**src/rtl/serial_adder_resp.sv**
```systemverilog
// rtl/serial_adder_resp.sv - handshaked bit-serial adder returning {carry, sum} on a valid/ready channel
module serial_adder_resp #(
  parameter int WIDTH = 4,
  parameter int CNT_W = 8
) (
  input  logic             clk,
  input  logic             rst_n,
  input  logic             in_valid,
  output logic             in_ready,
  input  logic [WIDTH-1:0] a,
  input  logic [WIDTH-1:0] b,
  input  logic             c_in,
  output logic             out_valid,
  input  logic             out_ready,
  output logic [WIDTH:0]   out,
  output logic             busy,
  output logic [CNT_W-1:0] op_count
);

  // Bit index needs at least one bit even when WIDTH == 1.
  localparam int IDX_W = (WIDTH > 1) ? $clog2(WIDTH) : 1;
  localparam logic [IDX_W-1:0] LAST_IDX = IDX_W'(WIDTH - 1);

  typedef enum logic [1:0] {
    S_IDLE = 2'd0,
    S_ADD  = 2'd1,
    S_DONE = 2'd2
  } state_t;

  state_t             r_state;
  logic [WIDTH-1:0]   r_a_sh;
  logic [WIDTH-1:0]   r_b_sh;
  logic [WIDTH-1:0]   r_sum_sh;
  logic               r_carry;
  logic [IDX_W-1:0]   r_bit_idx;
  logic [WIDTH:0]     r_out;
  logic               r_out_valid;
  logic [CNT_W-1:0]   r_op_count;

  logic               w_s;
  logic               w_carry_next;
  logic [WIDTH:0]     w_sum_cat;
  logic [WIDTH-1:0]   w_sum_next;

  // One full-adder slice on the current LSBs; the new sum bit enters from the MSB side
  // so that after WIDTH shifts the sum register holds the result in natural order.
  assign w_s          = r_a_sh[0] ^ r_b_sh[0] ^ r_carry;
  assign w_carry_next = (r_a_sh[0] & r_b_sh[0]) | (r_a_sh[0] & r_carry) | (r_b_sh[0] & r_carry);
  assign w_sum_cat    = {w_s, r_sum_sh};
  assign w_sum_next   = w_sum_cat[WIDTH:1];

  // Handshake readiness and activity are pure state decode; no input reaches an output.
  assign in_ready  = (r_state == S_IDLE);
  assign busy      = (r_state != S_IDLE);
  assign out_valid = r_out_valid;
  assign out       = r_out;
  assign op_count  = r_op_count;

  // Control FSM and serial datapath: accept, shift-add WIDTH bits, hold result until taken.
  always_ff @(posedge clk or negedge rst_n) begin
    if (!rst_n) begin
      r_state     <= S_IDLE;
      r_a_sh      <= '0;
      r_b_sh      <= '0;
      r_sum_sh    <= '0;
      r_carry     <= 1'b0;
      r_bit_idx   <= '0;
      r_out       <= '0;
      r_out_valid <= 1'b0;
      r_op_count  <= '0;
    end else begin
      case (r_state)
        S_IDLE: begin
          if (in_valid) begin
            r_a_sh    <= a;
            r_b_sh    <= b;
            r_carry   <= c_in;
            r_sum_sh  <= '0;
            r_bit_idx <= '0;
            r_state   <= S_ADD;
          end
        end
        S_ADD: begin
          r_a_sh    <= r_a_sh >> 1;
          r_b_sh    <= r_b_sh >> 1;
          r_carry   <= w_carry_next;
          r_sum_sh  <= w_sum_next;
          r_bit_idx <= r_bit_idx + 1'b1;
          if (r_bit_idx == LAST_IDX) begin
            r_out       <= {w_carry_next, w_sum_next};
            r_out_valid <= 1'b1;
            r_state     <= S_DONE;
          end
        end
        S_DONE: begin
          // Result and valid stay frozen under backpressure; out keeps its value after the handshake.
          if (out_ready) begin
            r_out_valid <= 1'b0;
            r_op_count  <= r_op_count + 1'b1;
            r_state     <= S_IDLE;
          end
        end
        default: begin
          r_state     <= S_IDLE;
          r_out_valid <= 1'b0;
        end
      endcase
    end
  end

endmodule

```
**config.mk**
```make
export PLATFORM = sky130hd
export DESIGN_NAME = serial_adder_resp
export DESIGN_NICKNAME = d
export VERILOG_FILES = /design/src/rtl/serial_adder_resp.sv
export SDC_FILE = /design/constraint.sdc
export NUM_CORES = 1
export LEC_CHECK = 0
export ABC_AREA = 1
export CORE_MARGIN = 1.5
export CORE_UTILIZATION = 53
export CTS_BUF_LIST = sky130_fd_sc_hd__clkbuf_16
export CTS_CLUSTER_DIAMETER = 100
export CTS_CLUSTER_SIZE = 25
export DETAILED_ROUTE_END_ITERATION = 6
export MAX_ROUTING_LAYER = met4
export PLACE_DENSITY = 0.87
export SLEW_MARGIN = 5
export SYNTH_ARGS = -nofsm -noshare
export SYNTH_HDL_FRONTEND = slang
export SYNTH_SLANG_ARGS = --single-unit
```
**constraint.sdc**
```tcl
create_clock -name clk -period 3.3 [get_ports clk]
set_input_delay 0.495 -clock clk [delete_from_list [all_inputs] [get_ports clk]]
set_output_delay 0.495 -clock clk [all_outputs]
set_load 0.01 [all_outputs]
```
==> impl_metrics.yaml <==
status:
  run_status: "completed"
clock_network:
  clockBufferDepth: 2
  htreeDepth: 2
  cts_hold_buffers: 0
  cts_tree: "yes"
  clk_latency_ns: 0.28
  root_buffer: "clkbuf_16"
  cts_made_buffers: 5
  cts_resized: 0
  cts.reportedPaths.clkPinSlew_ns: 0.05
  postCtsSetupBuffers: 0
  clock_sinks: 30
timing:
  finClkSkew_ns: 0.00550
  drv_slew: 0
  hold_violations: 0
  setup_viol: 0
  worstMarginPinSlew_ns: 0.371
  final.min_clock_period_ns: 2.11
  slew_headroom: 0.753
  fmax_ghz: 0.474
  tns_ns: 0
  post-route-period-util: 0.640
  rsz0062_at_grt: "no"
layout:
  final_area_um2: 1840
  layout_common_cells: "dfrtp_1, nand2_1, clkdlybuf4s50_1, nand3_1, inv_1"
  area_growth_pct: 34.7
  nets: 195
  num_antenna_cells: 0
  fill_cells: 162
  drive_gt1_frac: 0.0833
  final_common_cell: "dfrtp_1"
floorplan:
  coreArea_um2: 2450
  die_height_um: 53.8
  initial_core_util: 0.557
  io_pins: 29
  dieArea_um2: 2890
  row_count: 18
  die_x_um: 53.8
pwr:
  powerDensity_nw_per_um2: 980
  p_sw_frac: 0.338
  switchingPower_uw: 611
  vdd_drop_max_uv: 948
  p_leak_nw: 0.874
  p_int_mw: 1.19
  p_clk_frac: 0.326
  seqPwrFrac: 0.340
  power_frac_comb: 0.334
critical_path:
  path_depth: 2
  path_class: "register to output pin"
  ff2ff_path_depth: 5
  r2r_setup_slack_ns: 1.69
  path_delay_family: "buffers and inverters"
  reg2reg_to: "r_b_sh[1]"
  slowest_delay_ns: 0.60
  critPathLaunchType: "register"
  cp_max_fo: 6
  cp_slowest_cell: "clkdlybuf4s50_1"
  end_kind: "output pin"
  critPathBufInv: 1
  worstSetupEndpoint: "in_ready"
  crit_chain: "nor2_1 > clkdlybuf4s50_1"
  cp.arrival_ns: 1.62
  regToRegStartpoint: "r_state[1]"
  cp.required_ns: 2.80
  setup.worst_path.start: "r_state[1]"
drt:
  drt_iter0_markers: 33
  wirelength_um: 2900
  wire_per_inst_um: 13.8
  dr.pass1.iters: 4
  detail-route-antenna-nets: 0
  via_per_inst: 5.38
  route.detailed.drc: 0
  via_count: 1130
global_route:
  grt_busiest_layer: "met2"
  overflow: 0
  grt_pass1_vias: 1078
  grt_usage: 0.251
  gr-usage-met3: 0.0778
  use_met1: 0.288
  grtUsageMet2: 0.404
  antenna_found_initial: 0
  grt_start_max_net_pins: 31
  grt_pass1_wl_um: 4820
synthesis:
  synth_seq_cells: 30
  synth_nets: 164
  yosysWarnings: 0
  synth_cell_types: 24
  syn_area_per_cell_um2: 9.24
  yosysSeqAreaShare: 0.549
  syn_inst: 148
  synth_area_um2: 1370
placement:
  dpl.hpwl_um: 1910
  place_congestion: 0.766
  post_dp_cell_area_um2: 1650
  io_buffers: 28
worst_hold_path:
  min-delay-path-class: "register to register"
job:
  drv_cap: 0
layer usage:
| metal | vias to the layer above | wire length [um] |
|---|---|---|
| li1 | 547 | - |
| met1 | 534 | 1120 |
| met2 | 46 | 1560 |
| met3 | 3 | 184 |
| met4 | 0 | 32 |
| met5 | - | 0 |
sequential cells by signal, indices dropped and copies added (netlist names):
register   flops
r_sum_sh       3
r_state        2
r_carry        1
op_count       8
r_b_sh         4
r_a_sh         4
out            5
r_bit_idx      2
out_valid      1
cells in the mapped netlist:
| library cell | instances | area share |
|---|---|---|
| a21oi_1 | 2 | 0.0073 |
| buf_2 | 2 | 0.0073 |
| buf_4 | 1 | 0.0055 |
| buf_6 | 2 | 0.016 |
| dfrtp_1 | 30 | 0.55 |
| fa_1 | 1 | 0.015 |
| ha_1 | 2 | 0.018 |
| inv_1 | 14 | 0.038 |
| inv_2 | 3 | 0.0082 |
| nand2_1 | 28 | 0.077 |
| nand2_4 | 1 | 0.0082 |
| nand3_1 | 18 | 0.066 |
| nand3_4 | 1 | 0.013 |
| nand3b_1 | 1 | 0.0055 |
| nand4_1 | 1 | 0.0046 |
| nor2_1 | 10 | 0.027 |
| nor2_2 | 1 | 0.0046 |
| nor2_4 | 1 | 0.0082 |
| nor3_1 | 1 | 0.0037 |
| o21ai_0 | 13 | 0.048 |
| o21ai_1 | 7 | 0.026 |
| o22ai_1 | 4 | 0.018 |
| xnor2_1 | 2 | 0.013 |
| xor2_1 | 2 | 0.013 |
through the flow:
step                      std cells  utilization  power (mW)  hold WS (ns)  setup slack (ns)
after detailed placement        202        0.673        1.20         0.470              1.29
final                           210        0.750        1.80         0.481              1.19
after global placement          202        0.673        1.16         0.453              1.40
after global routing            210        0.750        1.92         0.519              1.14
after floorplan                 148            -       0.997         0.199              1.95
after CTS                       210        0.750        1.81         0.490              1.20
cells by family after synthesis:
kind of cell               after synthesis  synth area share
AOI/OAI and AO/OA                       26            0.0988
DFF                                     30             0.549
xor gates and xnor gates                 4            0.0256
and+or+nand+nor                         63             0.218
buffers and inverters                   22            0.0759
adders and majority gates                3            0.0329
power by group through the flow:
stage,clock network [mW],logic (mW),registers [mW]
after floorplan,0,0.385,0.612
after global placement,0,0.558,0.604
after detailed placement,0,0.585,0.611
after CTS,0.591,0.605,0.611
after global routing,0.610,0.683,0.629
final,0.588,0.603,0.613
cell type report:
cell class	count	area, um^2	area share
sequential	30	751	0.408
multi-input combinational	96	513	0.279
timing repair buffer	29	288	0.156
clock buffer	5	125	0.0679
clock inverter	3	63.8	0.0346
inverter	17	63.8	0.0346
tap	30	37.5	0.0204
tightest hold or removal path, delay by kind of cell, from the launching register on:
kind / cells / cell delay, ns
DFF: 1 / 0.34
AOI/OAI and AO/OA: 1 / 0.06
and+or+nand+nor: 1 / 0.05
how the worst min path moves through the flow:
| stage | start | endpoint | slack [ns] | cells after the start |
|---|---|---|---|---|
| 2_1_floorplan | rst_n | op_count[0] | 0.20 | 0 |
| 3_3_place_gp | out[4] | out[4] | 0.45 | 2 |
| 3_5_place_dp | r_bit_idx[0] | r_bit_idx[0] | 0.47 | 1 |
| 4_1_cts | out[0] | out[0] | 0.49 | 2 |
| 5_1_grt | out[3] | out[3] | 0.52 | 2 |
| 6_report | out[0] | out[0] | 0.48 | 2 |
Power figures use the tool's default switching activity.
